## config.mk

```make
export PLATFORM = sky130hd
export DESIGN_NAME = ula_seq_ctrl
export DESIGN_NICKNAME = d
export VERILOG_FILES = /design/src/rtl/ula_pkg.sv /design/src/rtl/ula_op_decode.sv /design/src/rtl/ula_seq_ctrl.sv
export SDC_FILE = /design/constraint.sdc
export NUM_CORES = 1
export LEC_CHECK = 0
export CORE_MARGIN = 2
export CORE_UTILIZATION = 47
export CTS_CLUSTER_DIAMETER = 30
export DETAILED_ROUTE_END_ITERATION = 6
export GPL_ROUTABILITY_DRIVEN = 1
export PLACE_DENSITY = 0.79
export SETUP_SLACK_MARGIN = 0.3
export SLEW_MARGIN = 20
export SYNTH_ARGS = -nofsm -noshare
export SYNTH_HDL_FRONTEND = slang
export SYNTH_SLANG_ARGS = --single-unit
```

## constraint.sdc

```tcl
create_clock -name clk -period 2.08 [get_ports clk]
set_input_delay 0.624 -clock clk [delete_from_list [all_inputs] [get_ports clk]]
set_output_delay 0.624 -clock clk [all_outputs]
set_load 0.005 [all_outputs]
```

## src/rtl/ula_pkg.sv

```systemverilog
// Shared opcodes, ALU control word and FSM encodings for the 2-bit ALU slice sequencer.
package ula_pkg;

  localparam logic [2:0] OP_AND   = 3'b000;
  localparam logic [2:0] OP_OR    = 3'b001;
  localparam logic [2:0] OP_NOTB  = 3'b010;
  localparam logic [2:0] OP_ADD   = 3'b011;
  localparam logic [2:0] OP_SUB   = 3'b100;
  localparam logic [2:0] OP_INCB  = 3'b101;
  localparam logic [2:0] OP_NEGA  = 3'b110;
  localparam logic [2:0] OP_PASSA = 3'b111;

  // Field order matches the ALU control lines, MSB first: INVA ENA ENB F0 F1 CIN.
  typedef struct packed {
    logic inva;
    logic ena;
    logic enb;
    logic f0;
    logic f1;
    logic cin;
  } ctrl_t;

  localparam int CTRL_W = 6;

  typedef enum logic [1:0] {
    S_IDLE = 2'd0,
    S_RUN  = 2'd1,
    S_DONE = 2'd2
  } state_e;

  function automatic logic op_is_arith(input logic [2:0] op);
    return (op >= OP_ADD) && (op <= OP_NEGA);
  endfunction

endpackage

```

## src/rtl/ula_op_decode.sv

```systemverilog
// Combinational opcode decoder: opcode -> ALU control word plus arithmetic-op flag.
module ula_op_decode
  import ula_pkg::*;
(
  input  logic [2:0] op_i,
  output ctrl_t      ctrl_o,
  output logic       is_arith_o
);

  always_comb begin
    ctrl_o = '0;
    unique case (op_i)
      OP_AND:   ctrl_o = 6'b011_000;
      OP_OR:    ctrl_o = 6'b011_010;
      OP_NOTB:  ctrl_o = 6'b011_100;
      OP_ADD:   ctrl_o = 6'b011_110;
      OP_SUB:   ctrl_o = 6'b111_111;
      OP_INCB:  ctrl_o = 6'b001_111;
      OP_NEGA:  ctrl_o = 6'b110_111;
      OP_PASSA: ctrl_o = 6'b010_010;
      default:  ctrl_o = '0;
    endcase
  end

  assign is_arith_o = op_is_arith(op_i);

endmodule

```

## src/rtl/ula_seq_ctrl.sv

```systemverilog
// Sequences WIDTH-bit operations through one external 2-bit ALU slice, LSB slice first.
// Optional result flags (res_zero, res_ovf) are built when ULA_SEQ_FLAGS_EN is defined.
module ula_seq_ctrl
  import ula_pkg::*;
#(
  parameter int WIDTH = 8
) (
  input  logic             clk,
  input  logic             rst_n,
  input  logic             start,
  input  logic [2:0]       op,
  input  logic [WIDTH-1:0] a,
  input  logic [WIDTH-1:0] b,
  output logic             busy,
  output logic             res_valid,
  input  logic             res_ready,
  output logic [WIDTH-1:0] result,
  output logic             res_cout,
`ifdef ULA_SEQ_FLAGS_EN
  output logic             res_zero,
  output logic             res_ovf,
`endif
  output logic [1:0]       alu_a,
  output logic [1:0]       alu_b,
  output logic             alu_inva,
  output logic             alu_ena,
  output logic             alu_enb,
  output logic             alu_f0,
  output logic             alu_f1,
  output logic             alu_cin,
  input  logic [1:0]       alu_out,
  input  logic             alu_cout,
  output state_e           dbg_state
);

  localparam int NS = WIDTH / 2;
  localparam int CW = (NS > 1) ? $clog2(NS) : 1;

  // Handshakes: a request is taken when start is high and the block is either idle or
  // handing its result over in the same cycle (res_valid && res_ready); a result leaves
  // on the edge where res_valid && res_ready, and it holds otherwise.

  state_e            state_q, state_d;
  logic [CW-1:0]     cnt_q;
  logic [WIDTH-1:0]  a_q, b_q, result_q;
  logic              carry_q, cout_q, arith_q;
  ctrl_t             ctrl_q, dec_ctrl;
  logic              dec_arith;
  logic              accept, last;
  logic [WIDTH-1:0]  result_nxt;

  ula_op_decode u_dec (
    .op_i       (op),
    .ctrl_o     (dec_ctrl),
    .is_arith_o (dec_arith)
  );

  assign accept = start && ((state_q == S_IDLE) || ((state_q == S_DONE) && res_ready));
  assign last   = (state_q == S_RUN) && (cnt_q == CW'(NS - 1));
  assign result_nxt = (result_q >> 2) | (WIDTH'(alu_out) << (WIDTH - 2));

  always_ff @(posedge clk or negedge rst_n) begin
    if (!rst_n) state_q <= S_IDLE;
    else        state_q <= state_d;
  end

  always_comb begin
    state_d = state_q;
    unique case (state_q)
      S_IDLE:  if (start) state_d = S_RUN;
      S_RUN:   if (last) state_d = S_DONE;
      S_DONE:  if (res_ready) state_d = start ? S_RUN : S_IDLE;
      default: state_d = S_IDLE;
    endcase
  end

  always_comb begin
    busy      = (state_q == S_RUN);
    res_valid = (state_q == S_DONE);
    alu_a     = '0;
    alu_b     = '0;
    alu_inva  = 1'b0;
    alu_ena   = 1'b0;
    alu_enb   = 1'b0;
    alu_f0    = 1'b0;
    alu_f1    = 1'b0;
    alu_cin   = 1'b0;
    if (state_q == S_RUN) begin
      alu_a    = a_q[1:0];
      alu_b    = b_q[1:0];
      alu_inva = ctrl_q.inva;
      alu_ena  = ctrl_q.ena;
      alu_enb  = ctrl_q.enb;
      alu_f0   = ctrl_q.f0;
      alu_f1   = ctrl_q.f1;
      alu_cin  = (cnt_q == '0) ? ctrl_q.cin : carry_q;
    end
  end

  // Operands shift right so the active slice always sits in bits [1:0].
  always_ff @(posedge clk or negedge rst_n) begin
    if (!rst_n) begin
      cnt_q    <= '0;
      a_q      <= '0;
      b_q      <= '0;
      carry_q  <= 1'b0;
      ctrl_q   <= '0;
      arith_q  <= 1'b0;
      result_q <= '0;
      cout_q   <= 1'b0;
    end else if (accept) begin
      cnt_q   <= '0;
      a_q     <= a;
      b_q     <= b;
      carry_q <= 1'b0;
      ctrl_q  <= dec_ctrl;
      arith_q <= dec_arith;
    end else if (state_q == S_RUN) begin
      a_q      <= a_q >> 2;
      b_q      <= b_q >> 2;
      carry_q  <= alu_cout;
      result_q <= result_nxt;
      cnt_q    <= last ? '0 : cnt_q + CW'(1);
      if (last) cout_q <= arith_q & alu_cout;
    end
  end

  assign result    = result_q;
  assign res_cout  = cout_q;
  assign dbg_state = state_q;

`ifdef ULA_SEQ_FLAGS_EN
  logic zero_q, ovf_q, ea, eb;

  // On the last slice the operand registers hold the original MSBs in bit 1.
  assign ea = ctrl_q.ena ? (a_q[1] ^ ctrl_q.inva) : ctrl_q.inva;
  assign eb = ctrl_q.enb ? b_q[1] : 1'b0;

  always_ff @(posedge clk or negedge rst_n) begin
    if (!rst_n) begin
      zero_q <= 1'b0;
      ovf_q  <= 1'b0;
    end else if (!accept && last) begin
      zero_q <= (result_nxt == '0);
      ovf_q  <= arith_q && (ea == eb) && (alu_out[1] != ea);
    end
  end

  assign res_zero = zero_q;
  assign res_ovf  = ovf_q;
`endif

endmodule

```

# Yosys cells after proc, flatten, opt, wreduce, memory -nomap -nowiden
# Memories as Yosys holds them, arrays and structs flattened. A register that Yosys moved wholly into a read port is not among the register bits.
# Index checks and enable logic that the tools add are counted.
[word_totals] memories=1 in_bits=26 latch_bits=0 ramBits=0 regBits=31 elab_cells=56 mem_bits_ro=48
[op_classes] reduce_logical=12 bitwise=3 add_sub_neg=1 n_mux=23 n_eq_ne=6 shifts=0 div_mod_pow=0 n_lt_le_gt_ge=2 multipliers=0
[memory_table] memory="(no name shown)" words=8 width=6 read_ports=1 rd_ports_with_merged_regs=1 wr=0 line="ula_op_decode.sv:12" rtl="unique case (op_i)"
[op_table] cell="$mux 8" n=4
[op_table] cell="$mux 2" n=8
[op_table] cell="$mux 1" n=10
[op_table] cell="$or 6x8->8" n=1
[op_table] cell="$pmux 2 s3" n=1
[op_table] cell="$reduce_and 3->1" n=2
[op_table] cell="$eq 2x2->1 const B" n=2
[op_table] cell="$logic_and 1x1->1" n=4
[op_table] cell="$logic_not 2->1" n=2
[op_table] cell="$ne 2x1->1 const B" n=2
[op_table] cell="$ge 3x2->1 const B" n=1
[op_table] cell="$le 3x3->1 const B" n=1
[op_table] cell="$add 2x1->2 const B" n=1
[op_table] cell="$eq 2x1->1 const B" n=1
[op_table] cell="$ne 2x2->1 const B" n=1
[op_table] cell="$reduce_and 2->1" n=1
[op_table] cell="$reduce_bool 2->1" n=1
[op_table] cell="$and 1x1->1" n=1
[op_table] cell="$logic_not 1->1" n=1
[op_table] cell="$logic_or 1x1->1" n=1
[op_table] cell="$not 1->1" n=1

# Depth between registers and ports, before layout
[depth] ltp_word=6 mapped_depth=6 depth_no_buf=4

# Cells and area by module
# A second synthesis with hierarchy kept.
[unflattened] cells_unflattened=156 area_unflattened_um2=1823.0
[modules_own_cells] mod="ula_seq_ctrl" seq_area_each_um2=925.9 area_each_um2=1766.7 instances=1 cells_each=147
[modules_own_cells] mod="ula_op_decode" seq_area_each_um2=0.0 area_each_um2=56.3 instances=1 cells_each=9

# Least setup slack after synthesis
# No wires, ideal clock.
[synth_path] path_type="flip-flop to output port" startpoint="register state_q[1] (netlist: dbg_state[1])" endpoint="output port alu_a[0]" setup_slack_ns=0.307 path_buffers=2 path_stages_with_launch=6 required_ns=1.456 arrival_time_ns=1.149 cell_sequence="dfrtp_1 -> nand2b_1 -> inv_2 -> buf_2 -> buf_2 -> and2_1"
[synth_between] elab_chain_cells=2
[synth_lines] element="start, declared" line="ula_seq_ctrl.sv:43" rtl="state_e state_q, state_d;"
[synth_lines] element="start signal, assigned" line="ula_seq_ctrl.sv:64" rtl="else state_q <= state_d;"
[synth_lines] element="$eq 2x1->1"
[synth_lines] element="net busy" line="ula_seq_ctrl.sv:14" rtl="output logic busy,"
[synth_lines] element="$mux 2" line="ula_seq_ctrl.sv:88" rtl="if (state_q == S_RUN) begin"
[synth_lines] element="end, declared" line="ula_seq_ctrl.sv:23" rtl="output logic [1:0] alu_a,"
# The timed path passes the listed nets, and every way through them passes these cells.

# Worst setup path in the final report
[layout_path] startpoint="register cnt_q[0]" endpoint="output port alu_cin"
[layout_between] elab_chain_cells=3
[layout_lines] element="start, declared" line="ula_seq_ctrl.sv:44" rtl="logic [CW-1:0] cnt_q;"
[layout_lines] element="start signal, assigned" line="ula_seq_ctrl.sv:123" rtl="cnt_q <= last ? '0 : cnt_q + CW'(1);"
[layout_lines] element="$logic_not 2->1" line="ula_seq_ctrl.sv:96" rtl="alu_cin = (cnt_q == '0) ? ctrl_q.cin : carry_q;"
[layout_lines] element="$mux 1" line="ula_seq_ctrl.sv:96"
[layout_lines] element="$mux 1" line="ula_seq_ctrl.sv:88"
[layout_lines] element="end, declared" line="ula_seq_ctrl.sv:30" rtl="output logic alu_cin,"
# Every way passes these cells.

==> impl_metrics.ini <==
[outcome]
status = finished, final reports clean

[synth]
synthTopCellsByArea = dfrtp_1 (55%), nand2_1 (8.0%), and2_1 (7.4%), a221o_1 (7.1%), mux2i_1 (3.5%)
yosys_warnings = 0
synthesis.area_um2 = 1700
synth_cells = 164
ys_ff_latch = 37
netlist-cell-type-count = 32
ys_seq_area_share_pct = 54.5
yosysTopAreaCell = dfrtp_1
synth_top_area_share_pct = 54.5
synth_nets = 192
synth.avg_cell_area_um2 = 10.4

[layout]
regArea_um2 = 926
syn2layout_area_growth_pct = 55.8
multi_input_area_um2 = 727
num-nets-final = 278
fin_cells = 297
drive_above_1_share_pct = 33.9
filler_cell_count = 245
n_antenna_cell = 0

[clock_tree]
cts.sinks = 37
htreeDepth = 2
clockBufferDepth = 2
cts-root-buf = clkbuf_4
cts_hold_buffers = 0
cts_buffers = 5
clk_latency_ns = 0.35
clkTransAtPathRegs_ns = 0.13
tritoncts = built

[global_routing]
grt_max_degree = 38
grt_overflow_total = 0
grt_pass1_wl_um = 7220
grt_pass1_vias = 1548
grt_antenna_before_repair = 0
grt.total_usage_pct = 23.2

[route]
drtIter0Drc = 44
dr_total_vias = 1541
postRouteAntennaNets = 0
post_drt_wl_per_cell_um = 15.1
wl_um = 4470
firstDrtPassIters = 4
drc_errors = 0
vias_per_cell = 5.19

[die]
initial_core_util_pct = 49.7
rows = 21
fp.dieH_um = 64.1
core_um2 = 3420
boundaryPins = 49
die_x_um = 64.1
die_area_um2 = 4110

[worst_setup_path]
critPathRequiredTime_ns = 1.46
endpoint_kind = output port
cp_cell_sequence = inv_1 -> ha_2 -> mux2i_2 -> nor2_2 -> buf_2
critPathMaxStageDelay_ns = 0.41
crit_fanout = 2
crit_type = register to output port
crit_arrival_ns = 1.39
start_kind = register
slowest_stage = dfrtp_1

[sta]
clock.fmax_mhz = 497
drv_slew = 0
relSlewSlack_pct = 45.4
finalCritPeriodShare_pct = 96.8
rsz0062_at_grt = yes
worst_pin_slew_ns = 0.819
fin_setup_tns_ns = 0
final-hold-violation-count = 0
finalClockSkew_ns = 0.0211
setup_violations = 0
period_needed_ns = 2.01

[run]
max_cap_viol_count = 0

[power_and_ir_drop]
p_leak_nw = 1.32
power.density_nw_per_um2 = 1530
power_mw = 4.06
max-vdd-ir-drop_uv = 1010

[placed_design]
place_inst = 259
place.gp.congestion = 0.792
dp_hpwl_um = 2780
port-buffer-count = 48

[hold_path]
hp-class = input port to async pin
==> worst max-delay path: cells and delay by family (launching register included) <==
family | cells | cell delay, ns
simple gates | 1 | 0.05
fa+ha+maj | 1 | 0.17
flops | 1 | 0.41
mux | 1 | 0.21
buf+inv | 2 | 0.19
==> cell usage after synthesis, drive strengths merged <==
| cell type | n |
|---|---|
| or3 | 1 |
| mux2 | 2 |
| a31o | 1 |
| o21ai | 3 |
| o21bai | 1 |
| a221o | 12 |
| inv | 10 |
| or2b | 1 |
| a41oi | 1 |
| nand2b | 2 |
| a21boi | 1 |
| ha | 2 |
| a21oi | 8 |
| dfrtp | 37 |
| nor2b | 2 |
| nand3 | 1 |
| nand3b | 1 |
| mux2i | 6 |
| buf | 9 |
| a31oi | 1 |
| clkbuf | 1 |
| nor2 | 3 |
| nand2 | 36 |
| and2 | 21 |
| xnor2 | 1 |
==> power by group <==
part	switching [mW]	internal [mW]	total, mW
registers	0.176	1.04	1.21
logic	0.978	1.48	2.46
clock network	0.253	0.128	0.381
==> metrics by stage <==
stage | cell area (um^2) | setup WS [ns] | hold slack [ns] | util (%)
after CTS | 2550 | 0.0577 | 0.375 | 74.8
after global routing | 2650 | -0.00455 | 0.386 | 77.4
after global placement | 2250 | -0.135 | 0.457 | 65.9
after detailed placement | 2250 | -0.258 | 0.470 | 65.9
after floorplan | 1700 | 0.307 | 0.328 | -
final | 2650 | 0.0664 | 0.344 | 77.4
==> cells by family (layout without fill, tap and decap cells) <==
| family | after synthesis | in the layout | share of synthesized area, % |
|---|---|---|---|
| xor+xnor | 1 | 1 | 0.516 |
| simple gates | 68 | 68 | 20.1 |
| buf+inv | 20 | 107 | 5.89 |
| flops | 37 | 37 | 54.5 |
| fa+ha+maj | 2 | 2 | 1.47 |
| mux | 8 | 8 | 4.86 |
| compound gates | 28 | 28 | 12.6 |
==> path summary, 6_finish.rpt <==
| path | from | endpoint | slack [ns] | cells after the start |
|---|---|---|---|---|
| max in group asynchronous | rst_n | ctrl_q[4] | 1.20 | 1 |
| min in group clk | result[0] | result[0] | 0.49 | 2 |
| hold / removal | rst_n | result[3] | 0.34 | 1 |
| hold reg to reg | result[0] | result[0] | 0.49 | 2 |
| setup reg to reg | dbg_state[1] | a_q[4] | 0.35 | 9 |
| setup / recovery | cnt_q[0] | alu_cin | 0.07 | 5 |
==> layout by cell type, fill, tap and decap left out, drive strengths merged <==
| cell | count |
|---|---|
| buf | 53 |
| dfrtp | 37 |
| nand2 | 36 |
| clkdlybuf4s50 | 24 |
| and2 | 21 |
| a221o | 12 |
| inv | 10 |
| dlygate4sd2 | 9 |
| a21oi | 8 |
| clkbuf | 7 |
| mux2i | 6 |
| o21ai | 3 |
| nor2 | 3 |
| nand2b | 2 |
| mux2 | 2 |
| clkinvlp | 2 |
| clkinv | 2 |
| nor2b | 2 |
| ha | 2 |
| or2b | 1 |
| nand3b | 1 |
| xnor2 | 1 |
| o21bai | 1 |
| nand3 | 1 |
| a31oi | 1 |
| a41oi | 1 |
| or3 | 1 |
| a21boi | 1 |
| a31o | 1 |
==> sequential cells by signal (all words and copies together) (netlist names) <==
name and count:
b_q 8, dbg_state 2, res_cout 1, result 8, ctrl_q 6, a_q 8
arith_q 1, carry_q 1, cnt_q 2
==> layer usage <==
metal  vias to the layer above  track usage, %  share of wire, %
li1                        724               -                 -
met4                         0            10.6               2.8
met2                        46            40.2                54
met1                       760            28.4                39
met5                         -               0                 0
met3                        11            3.52               4.1
==> what timing repair did <==
action / CTS / global route
gates cloned: 1 / 1
endpoints found under the hold margin: 0 / 0
setup buffers: 24 / 4
pin swaps: 7 / 1
gates resized for setup: 93 / 12
endpoints found under the setup margin: 35 / 31
==> cell type report <==
class / instances / area share, %
clock inverters: 3 / 0.662
clock buffers: 5 / 1.42
inverters: 10 / 1.61
repair inverters: 1 / 0.284
multi-input cells: 107 / 27.5
well taps: 46 / 2.18
repair buffers: 88 / 31.4
flip-flops and latches: 37 / 35.0
Note: power is estimated with default switching activity, not from simulation.
